<file path="src/rtl/flop_pkg.sv">
// Shared constants and types for the 13-bit flop sample format and the peak tracker.
package flop_pkg;

  localparam int unsigned FLOP_W   = 13;
  localparam int unsigned SIGN_BIT = 12;
  localparam int unsigned MANT_HI  = 11;
  localparam int unsigned MANT_LO  = 4;
  localparam int unsigned EXP_HI   = 3;
  localparam int unsigned EXP_LO   = 0;

  localparam logic POS_SIGN = 1'b1;

  typedef enum logic [1:0] {
    IDLE  = 2'd0,
    ACCUM = 2'd1,
    DONE  = 2'd2
  } state_e;

endpackage

</file>
<file path="src/rtl/flop_greaterthan.sv">
// Strict ordering of two flop samples: gt = 1 when a > b.
module flop_greaterthan
  import flop_pkg::*;
(
  input  logic [FLOP_W-1:0] a,
  input  logic [FLOP_W-1:0] b,
  output logic              gt
);

  logic        a_pos;
  logic        b_pos;
  logic [11:0] a_key;
  logic [11:0] b_key;

  // Exponent is the more significant part of the magnitude key.
  assign a_pos = (a[SIGN_BIT] == POS_SIGN);
  assign b_pos = (b[SIGN_BIT] == POS_SIGN);
  assign a_key = {a[EXP_HI:EXP_LO], a[MANT_HI:MANT_LO]};
  assign b_key = {b[EXP_HI:EXP_LO], b[MANT_HI:MANT_LO]};

  always_comb begin
    gt = 1'b0;
    if (a_pos != b_pos) begin
      gt = a_pos;
    end else if (a_pos) begin
      gt = (a_key > b_key);
    end else begin
      gt = (a_key < b_key);
    end
  end

endmodule

</file>
<file path="src/rtl/flop_peak_tracker.sv">
// Per-frame min/max/argmax/length tracker for flop samples with a valid/ack result port.
module flop_peak_tracker
  import flop_pkg::*;
#(
  parameter int unsigned IDX_W = 8
) (
  input  logic              clk,
  input  logic              reset,
  input  logic [FLOP_W-1:0] in_data,
  input  logic              in_valid,
  input  logic              in_last,
  output logic              in_ready,
  output logic [FLOP_W-1:0] peak_max,
  output logic [FLOP_W-1:0] peak_min,
  output logic [IDX_W-1:0]  max_idx,
  output logic [IDX_W:0]    frame_len,
  output logic              overflow,
  output logic              res_valid,
  input  logic              res_ack
);

  localparam logic [IDX_W:0] LEN_FULL = {1'b1, {IDX_W{1'b0}}};

  state_e            state_q, state_d;
  logic [FLOP_W-1:0] peak_max_q, peak_max_d;
  logic [FLOP_W-1:0] peak_min_q, peak_min_d;
  logic [IDX_W-1:0]  max_idx_q, max_idx_d;
  logic [IDX_W:0]    frame_len_q, frame_len_d;
  logic              overflow_q, overflow_d;

  logic accept;
  logic new_max;
  logic new_min;

  flop_greaterthan u_gt_max (
    .a  (in_data),
    .b  (peak_max_q),
    .gt (new_max)
  );

  flop_greaterthan u_gt_min (
    .a  (peak_min_q),
    .b  (in_data),
    .gt (new_min)
  );

  assign in_ready  = (state_q != DONE);
  assign res_valid = (state_q == DONE);
  assign accept    = in_valid & in_ready;

  always_comb begin
    state_d     = state_q;
    peak_max_d  = peak_max_q;
    peak_min_d  = peak_min_q;
    max_idx_d   = max_idx_q;
    frame_len_d = frame_len_q;
    overflow_d  = overflow_q;
    case (state_q)
      IDLE: begin
        if (accept) begin
          peak_max_d  = in_data;
          peak_min_d  = in_data;
          max_idx_d   = '0;
          frame_len_d = {{IDX_W{1'b0}}, 1'b1};
          overflow_d  = 1'b0;
          state_d     = in_last ? DONE : ACCUM;
        end
      end
      ACCUM: begin
        if (accept) begin
          // A full frame drops further samples but still honours in_last.
          if (frame_len_q == LEN_FULL) begin
            overflow_d = 1'b1;
          end else begin
            if (new_max) begin
              peak_max_d = in_data;
              max_idx_d  = frame_len_q[IDX_W-1:0];
            end
            if (new_min) begin
              peak_min_d = in_data;
            end
            frame_len_d = frame_len_q + 1'b1;
          end
          if (in_last) begin
            state_d = DONE;
          end
        end
      end
      DONE: begin
        if (res_ack) begin
          state_d = IDLE;
        end
      end
      default: state_d = IDLE;
    endcase
  end

  always_ff @(posedge clk) begin
    if (reset) begin
      state_q     <= IDLE;
      peak_max_q  <= '0;
      peak_min_q  <= '0;
      max_idx_q   <= '0;
      frame_len_q <= '0;
      overflow_q  <= 1'b0;
    end else begin
      state_q     <= state_d;
      peak_max_q  <= peak_max_d;
      peak_min_q  <= peak_min_d;
      max_idx_q   <= max_idx_d;
      frame_len_q <= frame_len_d;
      overflow_q  <= overflow_d;
    end
  end

  assign peak_max  = peak_max_q;
  assign peak_min  = peak_min_q;
  assign max_idx   = max_idx_q;
  assign frame_len = frame_len_q;
  assign overflow  = overflow_q;

endmodule

</file>
<file path="config.mk">
export PLATFORM = sky130hd
export DESIGN_NAME = flop_peak_tracker
export DESIGN_NICKNAME = d
export VERILOG_FILES = /design/src/rtl/flop_pkg.sv /design/src/rtl/flop_greaterthan.sv /design/src/rtl/flop_peak_tracker.sv
export SDC_FILE = /design/constraint.sdc
export NUM_CORES = 1
export LEC_CHECK = 0
export CORE_UTILIZATION = 45
export CTS_CLUSTER_SIZE = 24
export DETAILED_ROUTE_END_ITERATION = 7
export GPL_TIMING_DRIVEN = 0
export MAX_ROUTING_LAYER = met4
export PLACE_DENSITY_LB_ADDON = 0.12
export SLEW_MARGIN = 10
export SYNTH_ARGS = -nofsm -noshare
export SYNTH_HDL_FRONTEND = slang
export SYNTH_SLANG_ARGS = --single-unit
</file>
<file path="constraint.sdc">
create_clock -name clk -period 5.5 [get_ports clk]
set_clock_uncertainty 0.05 [all_clocks]
set_input_delay 0.825 -clock clk [delete_from_list [all_inputs] [get_ports clk]]
set_output_delay 0.825 -clock clk [all_outputs]
set_load 0.01 [all_outputs]
</file>
# ---- Word level (Yosys, flattened, before mapping)
# Index checks and enable logic that the tools add are counted.
dict set report word_totals {
  output_inout_bits 46
  elab_cells 65
  regBits 46
  inputBits 18
}
dict set report classes {
  addsub 1
  eq_ne 14
  magnitude_cmp 4
  n_bitwise 1
  n_reduce_logical 7
  n_mux 32
}
# cell n
set ops {}
lappend ops {{two-way mux 13 bit} 7}
lappend ops {{case mux 13 bit (2 select lines)} 2}
lappend ops {{two-way mux 8 bit} 4}
lappend ops {{two-way mux 9 bit} 3}
lappend ops {{greater-than comparator 12 bit} 2}
lappend ops {{< comparator 12 bit} 2}
lappend ops {{case mux 9 bit (2 select lines)} 1}
lappend ops {{inequality test 2 bit (second input constant)} 8}
lappend ops {{case mux 8 bit (2 select lines)} 1}
lappend ops {{AND reduction 4 bit} 3}
lappend ops {{two-way mux 2 bit} 5}
lappend ops {{AND reduction 5 bit} 2}
lappend ops {{adder 9 x 1 -> 9 bit (second input constant)} 1}
lappend ops {{equality test 9 bit (second input constant)} 1}
lappend ops {{two-way mux 1 bit} 7}
lappend ops {{case mux 2 bit (3 select lines)} 1}
lappend ops {{equality test 2 x 1 -> 1 bit (second input constant)} 1}
lappend ops {{equality test 2 bit (second input constant)} 1}
lappend ops {{logical NOT 2 bit} 1}
lappend ops {{inequality test 1 bit} 2}
lappend ops {{inequality test 2 x 1 -> 1 bit (second input constant)} 1}
lappend ops {{case mux 1 bit (2 select lines)} 1}
lappend ops {{nonzero test 2 bit} 1}
lappend ops {{AND 1 bit} 1}

# ---- Depth between registers and ports, before layout
# Gate-level depths: netlist (run 1).
dict set report logic_depth {
  ltp_word 7
  ltp_mapped 9
  ltp_nobuf 8
}

# ---- Cells and area by module
# A second synthesis (run 1) with hierarchy kept.
dict set report unflattened {
  hier_cells 292
  area_unflattened_um2 2743.9
}
# mod area_per_inst_um2 seq_area_each_um2 cells_each n_inst
set by_module_without_submodules {}
lappend by_module_without_submodules {flop_peak_tracker 2063.2 920.9 204 1}
lappend by_module_without_submodules {flop_greaterthan 340.3 0.0 44 2}

# ---- Least setup slack after synthesis (run 1)
# No wires, ideal clock.
dict set report synth_path {
  kind {input-to-reg}
  start {input in_data[1]}
  end {register peak_max_q[6], in the netlist peak_max[6]}
  slack_ps 2802
  t_required_ps 5358
  path_stages 8
  setup_ps 92
  t_arrival_ps 2556
  n_path_buf 1
  path_cell_list {ha_1 a21o_1 a21oi_2 nor2b_1 or4_4 and2_4 buf_8 o311ai_4}
}
dict set report synth_via {
  elab_chain_len 5
  word_cells_on_any_way 6
  cone_classes {order compare: 2; eq/ne: 1; mux: 2; reduce/logical: 1}
}
# item line
set synth_lines {}
lappend synth_lines {{start: declaration} flop_peak_tracker.sv:9} ;# input logic [FLOP_W-1:0] in_data,
lappend synth_lines {{< comparator 12 bit / greater-than comparator 12 bit (equally long branches)} {flop_greaterthan.sv:28, flop_greaterthan.sv:26}}
lappend synth_lines {{two-way mux 1 bit *} flop_greaterthan.sv:25} ;# end else if (a_pos) begin
lappend synth_lines {{two-way mux 1 bit *} flop_greaterthan.sv:23} ;# if (a_pos != b_pos) begin
lappend synth_lines {{inequality test 2 bit (no source line) *} -}
lappend synth_lines {{AND reduction 5 bit (no source line) *} -}
lappend synth_lines {{end signal: assignment} flop_peak_tracker.sv:108} ;# peak_max_q <= peak_max_d;
lappend synth_lines {{end: declaration} flop_peak_tracker.sv:25} ;# logic [FLOP_W-1:0] peak_max_q, peak_max_d;
# Mark *: on every way between the ends. The rest lies on a longest branch, timed or not.
# A chain may end at the register's enable or synchronous reset.

# ---- Final worst setup path (run 1)
dict set report layout_path {
  start {input in_data[11]}
  end {register peak_max_q[11], in the netlist peak_max[11]}
}
dict set report layout_via {
  elab_chain_len 5
  word_cells_on_any_way 11
  cone_classes {order compare: 2; eq/ne: 1; mux: 7; reduce/logical: 1}
}
# item line
set layout_lines {}
lappend layout_lines {{< comparator 12 bit / greater-than comparator 12 bit (equally long branches)} {flop_greaterthan.sv:28, flop_greaterthan.sv:26}}
lappend layout_lines {{two-way mux 1 bit} flop_greaterthan.sv:25}
lappend layout_lines {{two-way mux 1 bit} flop_greaterthan.sv:23}
lappend layout_lines {{inequality test 2 bit (no source line)} -}
lappend layout_lines {{AND reduction 5 bit (no source line)} -}
# Parallel ways exist; a longest one is shown, timed or not. The select of a mux whose other input is x is not followed.

==> results.py, run 1 <==
metrics = {
    "cts": {
        "ctsHoldBuffers": 0,
        "ctsResizeCount": 0,
        "cts_made_buffers": 5,
        "clkTransAtPathRegs_ns": 0.09,
        "clk_path_buf_depth": 2,
        "worstSkewPairLatency_ns": 0.30,
        "cts_setup_buffers": 0,
        "cts_tree": "done",
        "cts-root-buf": "clkbuf_8",
        "cts_num_sinks": 46,
        "h-tree-depth": 2,
    },
    "die": {
        "fp.dieArea_um2": 6776,
        "core_area_um2": 6061,
        "pin_count": 64,
        "die_h_um": 82.32,
        "die_x_um": 82.32,
        "start_util_pct": 47.89,
        "row_count": 28,
    },
    "logic_synthesis": {
        "yosysWarnings": 0,
        "synth-seq-cells": 46,
        "async_flop_share_pct": 0,
        "synthSimpleGateAreaFrac_pct": 20.30,
        "synth_nets": 367,
        "synth_edf_count": 0,
        "synth_fa_ha_area_share_pct": 11.21,
        "synthMuxAreaShare_pct": 7.241,
        "synth_ff_type": "dfxtp_1",
        "syn_avg_cell_area_um2": 8.987,
        "yosysSeqAreaShare_pct": 31.72,
        "synth_xor_area_share_pct": 2.112,
        "netlist_area_um2": 2903,
        "synthCells": 323,
        "synth_top_family_by_area": "compound AO/OA/AOI/OAI gates",
        "synth_compound_area_share_pct": 21.12,
        "synth_cell_types": 45,
    },
    "timing": {
        "finalSetupTns_ns": 0,
        "min_period_ns": 3.271,
        "max_freq_ghz": 0.3057,
        "slew_violations": 0,
        "slew-limit-headroom_pct": 57.13,
        "hold_viol": 0,
        "setup_viol": 0,
        "min_period_over_period_pct": 59.47,
        "rsz0062_at_grt": "no",
        "worstMarginPinSlew_ns": 0.6376,
        "holdWs_ns": 0.4116,
    },
    "detailed_routing": {
        "drc": 0,
        "viasPerCell": 5.509,
        "final_antenna_net_count": 0,
        "drt_iter0_markers": 132,
        "wl_per_cell_um": 15.01,
        "dr_total_vias": 2578,
        "drt_pass1_iterations": 4,
        "drt_wl_total_mm": 7.026,
    },
    "hold_path": {
        "hold_class": "reg2reg",
    },
    "final_layout": {
        "final_cell_mix": "62 x clkdlybuf4s50_1, 49 x nand2_1, 46 x dfxtp_1, 28 x inv_1, 26 x ha_1",
        "syn_to_final_growth_pct": 27.59,
        "final_common_cell": "clkdlybuf4s50_1",
        "drive_above_1_share_pct": 7.888,
        "antenna_cells": 0,
        "fin_area_um2": 3704,
        "finalNetCount": 436,
    },
    "place": {
        "dp_hpwl_mm": 5.453,
        "place_congestion": 0.8400,
        "port_buffers": 62,
        "dpl_cell_area_um2": 3617,
    },
    "worst_setup_path": {
        "cp-start-kind": "input pin",
        "path_buf_inv": 2,
        "cpMaxStageDelayCell": "o31ai_1",
        "crit_fanout": 10,
        "critical_path_class": "in2reg",
        "cp_data_arrival_time_ns": 3.44,
        "max_stage_delay_ns": 0.58,
        "cpLargestDelayFamily": "buffers and inverters",
        "required_ns": 5.66,
        "worstPathCellList": "clkdlybuf4s50_1, ha_1, nand4_1, nor2_1, a2bb2oi_1, o31ai_1, clkbuf_1, nand3_1, o311ai_4",
        "endpoint_kind": "flop",
    },
    "global_route": {
        "grt_pass1_vias": 2439,
        "antenna_found_initial": 0,
        "grt_max_degree": 15,
        "gr-usage-all-layers_pct": 22.69,
        "grt_pass1_wl_mm": 11.36,
        "gr-total-overflow": 0,
    },
    "pwr": {
        "ir_drop_mv": 0.1521,
        "powerDensity_nw_per_um2": 241.0,
        "total_power_mw": 0.8925,
        "leakagePower_nw": 1.537,
    },
    "outcome": {
        "outcome": "finished, final reports clean",
    },
    "run": {
        "max_cap_violations": 0,
    },
}
-- final timing paths --
path / from / endpoint / slack [ns] / depth (start not counted)
setup / recovery: in_data[11] / peak_max[11] / 2.23 / 9
hold reg to reg: max_idx[7] / max_idx[7] / 0.41 / 2
hold / removal: max_idx[7] / max_idx[7] / 0.41 / 2
setup reg to reg: peak_max[11] / peak_max[11] / 2.83 / 9
-- cell usage after synthesis, types with 2 or more instances --
library cell,number,area [um^2]
nor3_1,12,60.06
o311ai_4,6,157.7
clkbuf_1,9,33.78
nand4_1,7,43.79
o311ai_2,4,65.06
and3_1,5,31.28
nand3_1,17,85.08
a211oi_1,3,22.52
nor4b_2,2,30.03
a21oi_1,7,35.03
dfxtp_1,46,920.9
o211ai_1,3,22.52
xor2_1,7,61.31
buf_2,2,10.01
mux2i_1,21,210.2
nand2_1,49,183.9
o21ai_0,3,15.01
nor2b_1,5,31.28
a2bb2oi_1,13,113.9
inv_1,28,105.1
nor2_1,16,60.06
buf_1,3,11.26
ha_1,26,325.3
a21o_1,4,30.03
o311ai_1,2,17.52
nand2b_1,4,25.02
-- registers in the layout (all words and copies together) (netlist names) --
register   cells
max_idx        8
peak_max      13
overflow       1
peak_min      13
frame_len      9
state_q        2
-- through the flow --
step                      std cells  setup slack (ns)  utilization (%)
after global placement          460             1.973            59.68
after global routing            468             2.079            61.11
after detailed placement        460             1.984            59.68
after floorplan                 323             2.802                -
final                           468             2.229            61.11
after CTS                       468             2.302            61.11
-- kinds of logic after synthesis --
logic type,after synthesis
multiplexers,21
flip-flops,46
buffers and inverters,44
adder cells (fa/ha/maj),26
AND/OR/NAND/NOR,121
AO/OA/AOI/OAI,58
XOR/XNOR,7
-- report_power, final --
part	internal, mW	total [mW]	switching, mW	leakage [nW]
Clock	0.0899	0.208	0.118	0.0452
Sequential	0.357	0.375	0.0178	0.376
Combinational	0.145	0.310	0.165	1.12
Total	0.592	0.892	0.301	1.54
-- worst register-to-register path, stage by stage (launching register included) --
cell and delay, ns:
dfxtp_1 0.35, inv_1 0.07, ha_1 0.30, nand4_1 0.19, nor2_1 0.06, a2bb2oi_1 0.15, o31ai_1 0.58, clkbuf_1 0.47
nand3_1 0.23, o311ai_4 0.13
-- per-layer routing --
layer | up-vias | track usage [%] | wire length, um
met1 | 1213 | 29.94 | 3422
met5 | - | - | 0
met4 | 0 | 7.544 | 107
met2 | 59 | 35.04 | 3185
met3 | 10 | 3.846 | 312
li1 | 1296 | - | -
-- layout make-up --
class	instances	area [um^2]
tap	75	93.84
inverter	28	105.1
buffer	16	77.57
sequential	46	920.9
clock buffer	6	72.57
fill	558	2357
timing repair buffer	62	620.6
clock inverter	2	13.76
multi-input combinational	233	1799
No activity file was read; power rests on OpenSTA's default activity.
==> run 2: changes to the inputs <==
Clock period 5.5 ns to 2.7 ns, I/O delays scaled along.
==> run 2 against run 1 <==
Compared with the run above: die area stayed put; cell area is 0.95% higher; non-clock buffer count stayed put; sequential share of layout area is 0.23 points lower; routed wire length is 0.11% lower; clock power is 100% higher; register-to-register slack worse by 2.6 ns.
==> results.py, run 2 (synthesized netlist as in run 1, its figures left out) <==
metrics = {
    "die": {
        "pin_count": 64,
        "fp.dieArea_um2": 6776,
        "start_util_pct": 47.89,
        "row_count": 28,
        "core_area_um2": 6061,
        "die_h_um": 82.32,
        "die_x_um": 82.32,
    },
    "cts": {
        "h-tree-depth": 2,
        "cts-root-buf": "clkbuf_8",
        "cts_made_buffers": 5,
        "cts_setup_buffers": 0,
        "worstSkewPairLatency_ns": 0.30,
        "clkTransAtPathRegs_ns": 0.09,
        "clk_path_buf_depth": 2,
        "cts_tree": "done",
        "cts_num_sinks": 46,
    },
    "run": {
        "max_cap_violations": 0,
    },
    "place": {
        "place_congestion": 0.8400,
        "dpl_worst_slack_ns": -0.3959,
        "dp_hpwl_mm": 5.453,
        "place_inst": 460,
        "port_buffers": 62,
    },
    "global_route": {
        "grt_pass1_wl_mm": 11.38,
        "gr-usage-all-layers_pct": 22.71,
        "grt_pass1_vias": 2460,
        "gr-total-overflow": 0,
        "antenna_found_initial": 0,
        "grt_max_degree": 15,
    },
    "timing": {
        "fin_ws_ns": 0.08237,
        "max_freq_ghz": 0.3820,
        "finalSetupTns_ns": 0,
        "min_period_ns": 2.618,
        "slew_violations": 0,
        "setup_viol": 0,
        "hold_viol": 0,
        "worstMarginPinSlew_ns": 0.6153,
        "slew-limit-headroom_pct": 58.98,
        "rsz0062_at_grt": "no",
        "min_period_over_period_pct": 96.95,
    },
    "final_layout": {
        "antenna_cells": 0,
        "drive_above_1_share_pct": 9.415,
        "finalNetCount": 436,
        "final_cell_mix": "61 x clkdlybuf4s50_1, 49 x nand2_1, 46 x dfxtp_1, 28 x inv_1, 26 x ha_1",
        "final_common_cell": "clkdlybuf4s50_1",
        "layout.cells.non_filler": 468,
        "utilization_pct": 61.68,
        "syn_to_final_growth_pct": 28.79,
    },
    "hold_path": {
        "holdPathEnd": "max_idx[7]",
        "hold_class": "reg2reg",
        "hold_depth": 2,
        "worstHoldStart": "max_idx[7]",
    },
    "detailed_routing": {
        "drt_iter0_markers": 121,
        "route.met3.wl_um": 291,
        "viasPerCell": 5.474,
        "route.met2.wl_mm": 3.155,
        "drt-met1-wl_mm": 3.432,
        "dr_total_vias": 2562,
        "drt_wl_total_mm": 7.018,
        "drc": 0,
        "drt_pass1_iterations": 4,
        "final_antenna_net_count": 0,
        "wl_per_cell_um": 15.00,
        "top_layer": "met4",
    },
    "worst_setup_path": {
        "r2r_setup_slack_ns": 0.25,
        "reg2regPathDepth": 8,
        "critical_path_class": "in2reg",
        "worstPathCellList": "clkdlybuf4s50_1, ha_1, a211oi_1, a2bb2oi_2, or4_4, and2_4, buf_8, o311ai_2",
        "r2r-end": "peak_max[11]",
        "endpoint_kind": "flop",
        "required_ns": 2.86,
        "cp_data_arrival_time_ns": 2.77,
        "crit_fanout": 10,
        "r2r_start": "frame_len[0]",
        "cp-start-kind": "input pin",
        "max_stage_delay_ns": 0.53,
        "cpMaxStageDelayCell": "or4_4",
    },
    "pwr": {
        "leakagePower_nw": 1.568,
        "powerDensity_nw_per_um2": 489.1,
        "total_power_mw": 1.828,
        "ir_drop_mv": 0.3061,
    },
    "outcome": {
        "outcome": "finished, final reports clean",
    },
}
## run 2: cell types whose count changed in the layout (fill, tap and decap cells not counted), sizes merged
cell | before | now
clkdlybuf4s50 | 62 | 61
dlymetal6s2s | 0 | 1
## run 2: worst max-delay path by stage
| stage | startpoint | end | slack, ns | cells past startpoint |
|---|---|---|---|---|
| 2_1_floorplan | peak_max[1] | peak_max[6] | 0.41 | 9 |
| 3_3_place_gp | in_data[11] | peak_max[10] | -0.41 | 9 |
| 3_5_place_dp | in_data[11] | peak_max[11] | -0.40 | 9 |
| 4_1_cts | in_data[11] | peak_max[11] | 0.08 | 9 |
| 5_1_grt | in_data[7] | peak_max[1] | 0.0002 | 8 |
| 6_report | in_data[7] | peak_max[2] | 0.08 | 8 |
## run 2: metrics by stage
| stage | hold WS [ns] | instance area, um^2 |
|---|---|---|
| 2_1_floorplan | 0.4297 | 2903 |
| 3_3_place_gp | 0.3992 | 3617 |
| 3_5_place_dp | 0.4046 | 3617 |
| 4_1_cts | 0.4171 | 3709 |
| 5_1_grt | 0.4362 | 3739 |
| 6_report | 0.4115 | 3739 |
## run 2: final cells by class
| type | count | area, um^2 |
|---|---|---|
| plain buffers | 16 | 81.33 |
| clock buffers | 6 | 72.57 |
| clock inverters | 2 | 13.76 |
| fillers | 558 | 2322 |
| inverters | 28 | 105.1 |
| multi-input cells | 233 | 1828 |
| flip-flops and latches | 46 | 920.9 |
| well taps | 75 | 93.84 |
| repair buffers | 62 | 623.1 |
## run 2: power by group
group	internal, mW	switching [mW]
Sequential	0.727	0.0358
Clock	0.183	0.240
Combinational	0.301	0.340
Total	1.21	0.616
## run 2: critical path: cells and delay by family
family                     cells  cell delay (ns)
buffers and inverters          2             0.62
and+or+nand+nor                2             0.71
AOI/OAI and AO/OA              3             0.69
adders and majority gates      1             0.35
## run 2: per-layer routing
metal	up-vias	global-route usage (%)
met5	-	-
li1	1294	-
met4	0	7.544
met2	61	35.37
met1	1194	29.74
met3	13	3.846
## run 2: what timing repair did
| item | 4_1_cts | 5_1_grt |
|---|---|---|
| hold buffers | 0 | 0 |
| setup endpoints to repair | 8 | 25 |
| gates resized for setup | 1 | 10 |
==> run 3: changes to the inputs <==
Settings changed: CTS_CLUSTER_SIZE 24 to 10.
==> results of run 3 <==
No change in the layout: final DEF, timing and power equal those of run 2.
